[src/rtl/chunk_inner_loop.sv]
// chunk_inner_loop: SHA-256 compression of one padded chunk, one round per clock.
// Define CHUNK_INNER_LOOP_CHAIN_EN to take the initial hash from hash_in.
module chunk_inner_loop (
  input  logic         clk,
  input  logic         reset,
  input  logic [511:0] chunk,
  input  logic         valid,
`ifdef CHUNK_INNER_LOOP_CHAIN_EN
  input  logic [255:0] hash_in,
`endif
  output logic [255:0] hash,
  output logic         ready
);

  typedef enum logic [1:0] {IDLE, ROUND, FINAL} state_t;

  localparam logic [31:0] K [64] = '{
    32'h428a2f98, 32'h71374491, 32'hb5c0fbcf, 32'he9b5dba5,
    32'h3956c25b, 32'h59f111f1, 32'h923f82a4, 32'hab1c5ed5,
    32'hd807aa98, 32'h12835b01, 32'h243185be, 32'h550c7dc3,
    32'h72be5d74, 32'h80deb1fe, 32'h9bdc06a7, 32'hc19bf174,
    32'he49b69c1, 32'hefbe4786, 32'h0fc19dc6, 32'h240ca1cc,
    32'h2de92c6f, 32'h4a7484aa, 32'h5cb0a9dc, 32'h76f988da,
    32'h983e5152, 32'ha831c66d, 32'hb00327c8, 32'hbf597fc7,
    32'hc6e00bf3, 32'hd5a79147, 32'h06ca6351, 32'h14292967,
    32'h27b70a85, 32'h2e1b2138, 32'h4d2c6dfc, 32'h53380d13,
    32'h650a7354, 32'h766a0abb, 32'h81c2c92e, 32'h92722c85,
    32'ha2bfe8a1, 32'ha81a664b, 32'hc24b8b70, 32'hc76c51a3,
    32'hd192e819, 32'hd6990624, 32'hf40e3585, 32'h106aa070,
    32'h19a4c116, 32'h1e376c08, 32'h2748774c, 32'h34b0bcb5,
    32'h391c0cb3, 32'h4ed8aa4a, 32'h5b9cca4f, 32'h682e6ff3,
    32'h748f82ee, 32'h78a5636f, 32'h84c87814, 32'h8cc70208,
    32'h90befffa, 32'ha4506ceb, 32'hbef9a3f7, 32'hc67178f2
  };

  localparam logic [255:0] H0 = {
    32'h6a09e667, 32'hbb67ae85, 32'h3c6ef372, 32'ha54ff53a,
    32'h510e527f, 32'h9b05688c, 32'h1f83d9ab, 32'h5be0cd19
  };

  function automatic logic [31:0] rotr(
    input logic [31:0] x,
    input int          n
  );
    return (x >> n) | (x << (32 - n));
  endfunction

  function automatic logic [31:0] bsig0(input logic [31:0] x);
    return rotr(x, 2) ^ rotr(x, 13) ^ rotr(x, 22);
  endfunction

  function automatic logic [31:0] bsig1(input logic [31:0] x);
    return rotr(x, 6) ^ rotr(x, 11) ^ rotr(x, 25);
  endfunction

  function automatic logic [31:0] ssig0(input logic [31:0] x);
    return rotr(x, 7) ^ rotr(x, 18) ^ (x >> 3);
  endfunction

  function automatic logic [31:0] ssig1(input logic [31:0] x);
    return rotr(x, 17) ^ rotr(x, 19) ^ (x >> 10);
  endfunction

  state_t      state;
  logic [5:0]  t;
  logic [31:0] a, b, c, d, e, f, g, h;
  logic [31:0] w [16];
  logic [31:0] t1, t2, wn;
  logic [255:0] hinit;
  logic [255:0] hload;
  logic [255:0] fin;

`ifdef CHUNK_INNER_LOOP_CHAIN_EN
  assign hload = hash_in;
`else
  assign hinit = H0;
  assign hload = H0;
`endif

  assign t1 = h + bsig1(e) + ((e & f) ^ (~e & g)) + K[t] + w[0];
  assign t2 = bsig0(a) + ((a & b) ^ (a & c) ^ (b & c));
  assign wn = ssig1(w[14]) + w[9] + ssig0(w[1]) + w[0];

  assign fin = {
    hinit[255:224] + a, hinit[223:192] + b,
    hinit[191:160] + c, hinit[159:128] + d,
    hinit[127:96]  + e, hinit[95:64]   + f,
    hinit[63:32]   + g, hinit[31:0]    + h
  };

  always_ff @(posedge clk or posedge reset) begin
    if (reset) begin
      state <= IDLE;
      ready <= 1'b1;
      hash  <= '0;
      t     <= '0;
      {a, b, c, d, e, f, g, h} <= '0;
      for (int i = 0; i < 16; i++) w[i] <= '0;
`ifdef CHUNK_INNER_LOOP_CHAIN_EN
      hinit <= '0;
`endif
    end else begin
      unique case (state)
        IDLE: begin
          if (valid) begin
            for (int i = 0; i < 16; i++)
              w[i] <= chunk[511 - 32*i -: 32];
            {a, b, c, d, e, f, g, h} <= hload;
`ifdef CHUNK_INNER_LOOP_CHAIN_EN
            hinit <= hash_in;
`endif
            t     <= '0;
            ready <= 1'b0;
            state <= ROUND;
          end
        end
        ROUND: begin
          h <= g;
          g <= f;
          f <= e;
          e <= d + t1;
          d <= c;
          c <= b;
          b <= a;
          a <= t1 + t2;
          for (int i = 0; i < 15; i++) w[i] <= w[i+1];
          w[15] <= wn;
          t <= t + 6'd1;
          if (t == 6'd63) state <= FINAL;
        end
        FINAL: begin
          hash  <= fin;
          ready <= 1'b1;
          state <= IDLE;
        end
        default: state <= IDLE;
      endcase
    end
  end

endmodule

[config.mk]
export PLATFORM = sky130hd
export DESIGN_NAME = chunk_inner_loop
export DESIGN_NICKNAME = d
export VERILOG_FILES = /design/src/rtl/chunk_inner_loop.sv
export SDC_FILE = /design/constraint.sdc
export NUM_CORES = 2
export LEC_CHECK = 0
export ABC_AREA = 1
export BUFFER_PORTS_ARGS = -buffer_cell sky130_fd_sc_hd__buf_2
export CAP_MARGIN = 20
export CORE_MARGIN = 2
export CORE_UTILIZATION = 66
export CTS_BUF_LIST = sky130_fd_sc_hd__clkbuf_8
export CTS_CLUSTER_DIAMETER = 80
export DETAILED_ROUTE_END_ITERATION = 8
export PLACE_DENSITY = 0.9
export SYNTH_ARGS = -nofsm -noshare
export SYNTH_HDL_FRONTEND = slang
export SYNTH_SLANG_ARGS = --single-unit
export TNS_END_PERCENT = 100
[constraint.sdc]
create_clock -name clk -period 104.7 [get_ports clk]
set_clock_uncertainty 0.05 [all_clocks]
set_input_delay 26.175 -clock clk [delete_from_list [all_inputs] [get_ports clk]]
set_output_delay 26.175 -clock clk [all_outputs]
set_load 0.02 [all_outputs]
==> results.sh <==
export IMPL_status="completed"
export IMPL_synth_cells=8553
export IMPL_cp_end_kind="register"
export IMPL_crit_path_start="valid"
export IMPL_critPathBufInv=5
export IMPL_gr_total_overflow=0
export IMPL_via_per_inst=6.50
export IMPL_crit_family="buffers and inverters"
export IMPL_die_h_um=321
export IMPL_setup_violations=0
export IMPL_wl_per_cell_um=25.5
export IMPL_nets=9973
export IMPL_crit_fanout=223
export IMPL_drtAntennaViolNets=0
export IMPL_synth_cell_types=68
export IMPL_grt_pass1_wl_um=397000
export IMPL_drc_errors=0
export IMPL_via_count=69000
export IMPL_clk_latency_ns=0.93
export IMPL_routed_wl_um=271000
export IMPL_cap_violations=0
export IMPL_syn_avg_cell_area_um2=7.73
export IMPL_pin_count=772
export IMPL_netlist_area_um2=66100
export IMPL_synth_top_area_frac=0.390
export IMPL_cts_resized_gates=0
export IMPL_htreeDepth=4
export IMPL_tritoncts="done"
export IMPL_dp_hpwl_um=200000
export IMPL_fmaxAchievable_mhz=33.3
export IMPL_drtPass1Iterations=8
export IMPL_critPathLaunchType="input pin"
export IMPL_worst_slew_pin_slew_ns=1.12
export IMPL_floorplan_initialDensity=0.663
export IMPL_die_x_um=321
export IMPL_r2r_slack_ns=95.42
export IMPL_fillCellCount=7418
export IMPL_place_gp_congestion=1.09
export IMPL_cts_hold_buf=0
export IMPL_hp_class="register to register"
export IMPL_async_reset_ff_frac=1.00
export IMPL_crit_type="input pin to register"
export IMPL_post_cts_buffers=0
export IMPL_min_period_ns=30.03
export IMPL_dieArea_um2=103000
export IMPL_cp_cell_sequence="buf_2, nand2_1, inv_2, nor2_4, buf_12, buf_12, buf_4, a21oi_1, o21ai_0, o21ai_0"
export IMPL_synth_seq_area_share=0.391
export IMPL_slew_violations=0
export IMPL_grt_start_max_net_pins=293
export IMPL_post_route_period_util=0.287
export IMPL_port_buffer_count=771
export IMPL_ys_flop_type="dfrtp_1"
export IMPL_hold_violations=0
export IMPL_antenna_found_initial=71
export IMPL_clock_sinks=1033
export IMPL_cp_arrival_ns=30.72
export IMPL_min_from="hash[162]$_DFFE_PP0P_"
export IMPL_clock_path_buffers=3
export IMPL_clockRootBuffer="clkbuf_8"
export IMPL_worstPathRequired_ns=105.39
export IMPL_grt_use_total=0.516
export IMPL_syn_nets=9414
export IMPL_critical_path_slowest_cell="buf_4"
export IMPL_setup_tns_ns=0
export IMPL_coreArea_um2=99700
export IMPL_ys_ff_latch=1033
export IMPL_drive_gt1_frac=0.130
export IMPL_relSlewSlack=0.252
export IMPL_rows=116
export IMPL_yosys_warnings=0
export IMPL_rsz0062_at_grt="no"
export IMPL_drtIter0Drc=11100
export IMPL_synth_edf_count=0
export IMPL_cts_clk_slew_worst_paths_ns=0.06
export IMPL_yosys_area_top_type="dfrtp_1"
export IMPL_max_stage_delay_ns=1.02
export IMPL_grt_pass1_vias=64900
export IMPL_cts_made_buffers=170
export IMPL_area_growth_pct=11.7
export IMPL_synth_area_leaders="dfrtp_1, o21ai_0, inv_1"
export IMPL_reg2reg_from="t[1]$_DFFE_PP0P_"
## per-stage QoR
| step | hold slack, ns | std cells | area (um^2) | util | worst slack, ns |
|---|---|---|---|---|---|
| after global placement | 0.402 | 10200 | 70200 | 0.704 | 74.46 |
| final | 0.421 | 10600 | 73900 | 0.741 | 74.67 |
| after detailed placement | 0.410 | 10200 | 70200 | 0.704 | 74.28 |
| after CTS | 0.426 | 10500 | 73700 | 0.739 | 75.18 |
| after global routing | 0.434 | 10600 | 73800 | 0.740 | 74.71 |
| after floorplan | 0.410 | 8553 | 66100 | - | 49.41 |
## worst register-to-register path, delay by kind of cell, from the launching register on
kind / cells / cell delay [ns]
AND/OR/NAND/NOR: 9 / 1.55
AO/OA/AOI/OAI: 8 / 2.23
flip-flops: 1 / 0.85
XOR/XNOR: 2 / 0.89
buffers and inverters: 5 / 0.80
adder cells (fa/ha/maj): 6 / 2.75
## area by class of cell
type,count,area [um^2],share of cell area
inverter,1430,5400,0.0731
clock buffer,206,2840,0.0384
timing repair buffer,820,4310,0.0583
clock inverter,95,636,0.00861
antenna,68,170,0.00230
tap,1298,1620,0.0220
multi-input combinational,5657,33000,0.447
sequential,1033,25900,0.350
## worst paths after layout
| path | to | depth (start not counted) |
|---|---|---|
| max | w[305]$_DFFE_PP0P_ | 10 |
| min | hash[162]$_DFFE_PP0P_ | 2 |
| max reg2reg | a[17]$_DFFE_PP0P_ | 30 |
| min reg2reg | hash[162]$_DFFE_PP0P_ | 2 |
| max in group asynchronous | w[302]$_DFFE_PP0P_ | 5 |
| min in group asynchronous | hash[1]$_DFFE_PP0P_ | 2 |
## kinds of logic (layout without fill, tap and decap cells)
logic type / count (synthesis) / in the layout / synth area share
AO/OA/AOI/OAI: 2753 / 2753 / 0.227
AND/OR/NAND/NOR: 2232 / 2232 / 0.143
buffers and inverters: 1863 / 2551 / 0.110
flip-flops: 1033 / 1033 / 0.391
adder cells (fa/ha/maj): 346 / 346 / 0.0867
XOR/XNOR: 326 / 326 / 0.0434
other: 0 / 68 / 0
## registers in the layout, indices dropped and copies added, names as in the netlist
register,cells
w,512
hash,256
a,32
b,32
c,32
d,32
e,32
f,32
g,32
h,32
t,6
state,2
ready,1
## synth_stat cells, drive strengths merged (6+ instances only)
cell	count
inv	1424
fa	187
nand4	56
a31o	6
nand3	345
a31oi	146
o21ai	1391
a21oi	792
clkinv	6
xor2	183
dfrtp	1032
a22oi	110
o31ai	14
or2	20
nand2	1117
a221oi	6
o21bai	27
nor3	70
buf	158
xnor2	142
o221ai	20
a211oi	9
ha	159
clkbuf	275
a21boi	12
nor2	591
o311ai	6
nor4	20
a21o	13
o211ai	15
o22ai	156
nand3b	7
## routing by layer
layer,global-route usage,part of all wire,vias to the layer above
met5,0,0.00057,-
met4,0.418,0.099,24
met3,0.150,0.13,1543
met2,0.766,0.43,5930
met1,0.627,0.34,32100
li1,-,-,29400
## cells in the final DEF (no fill, tap or decap), drive strengths merged, types with 156 or more instances in the layout
master / n
nor2: 591
clkbuf: 206
dfrtp: 1032
o21ai: 1391
fa: 187
nand2: 1117
ha: 159
buf: 820
nand3: 345
inv: 1492
o22ai: 156
a21oi: 792
xor2: 183
Power is left out: the tool's default activity adds up to more than one toggle a clock period on the data nets, which glitch-free logic cannot reach.
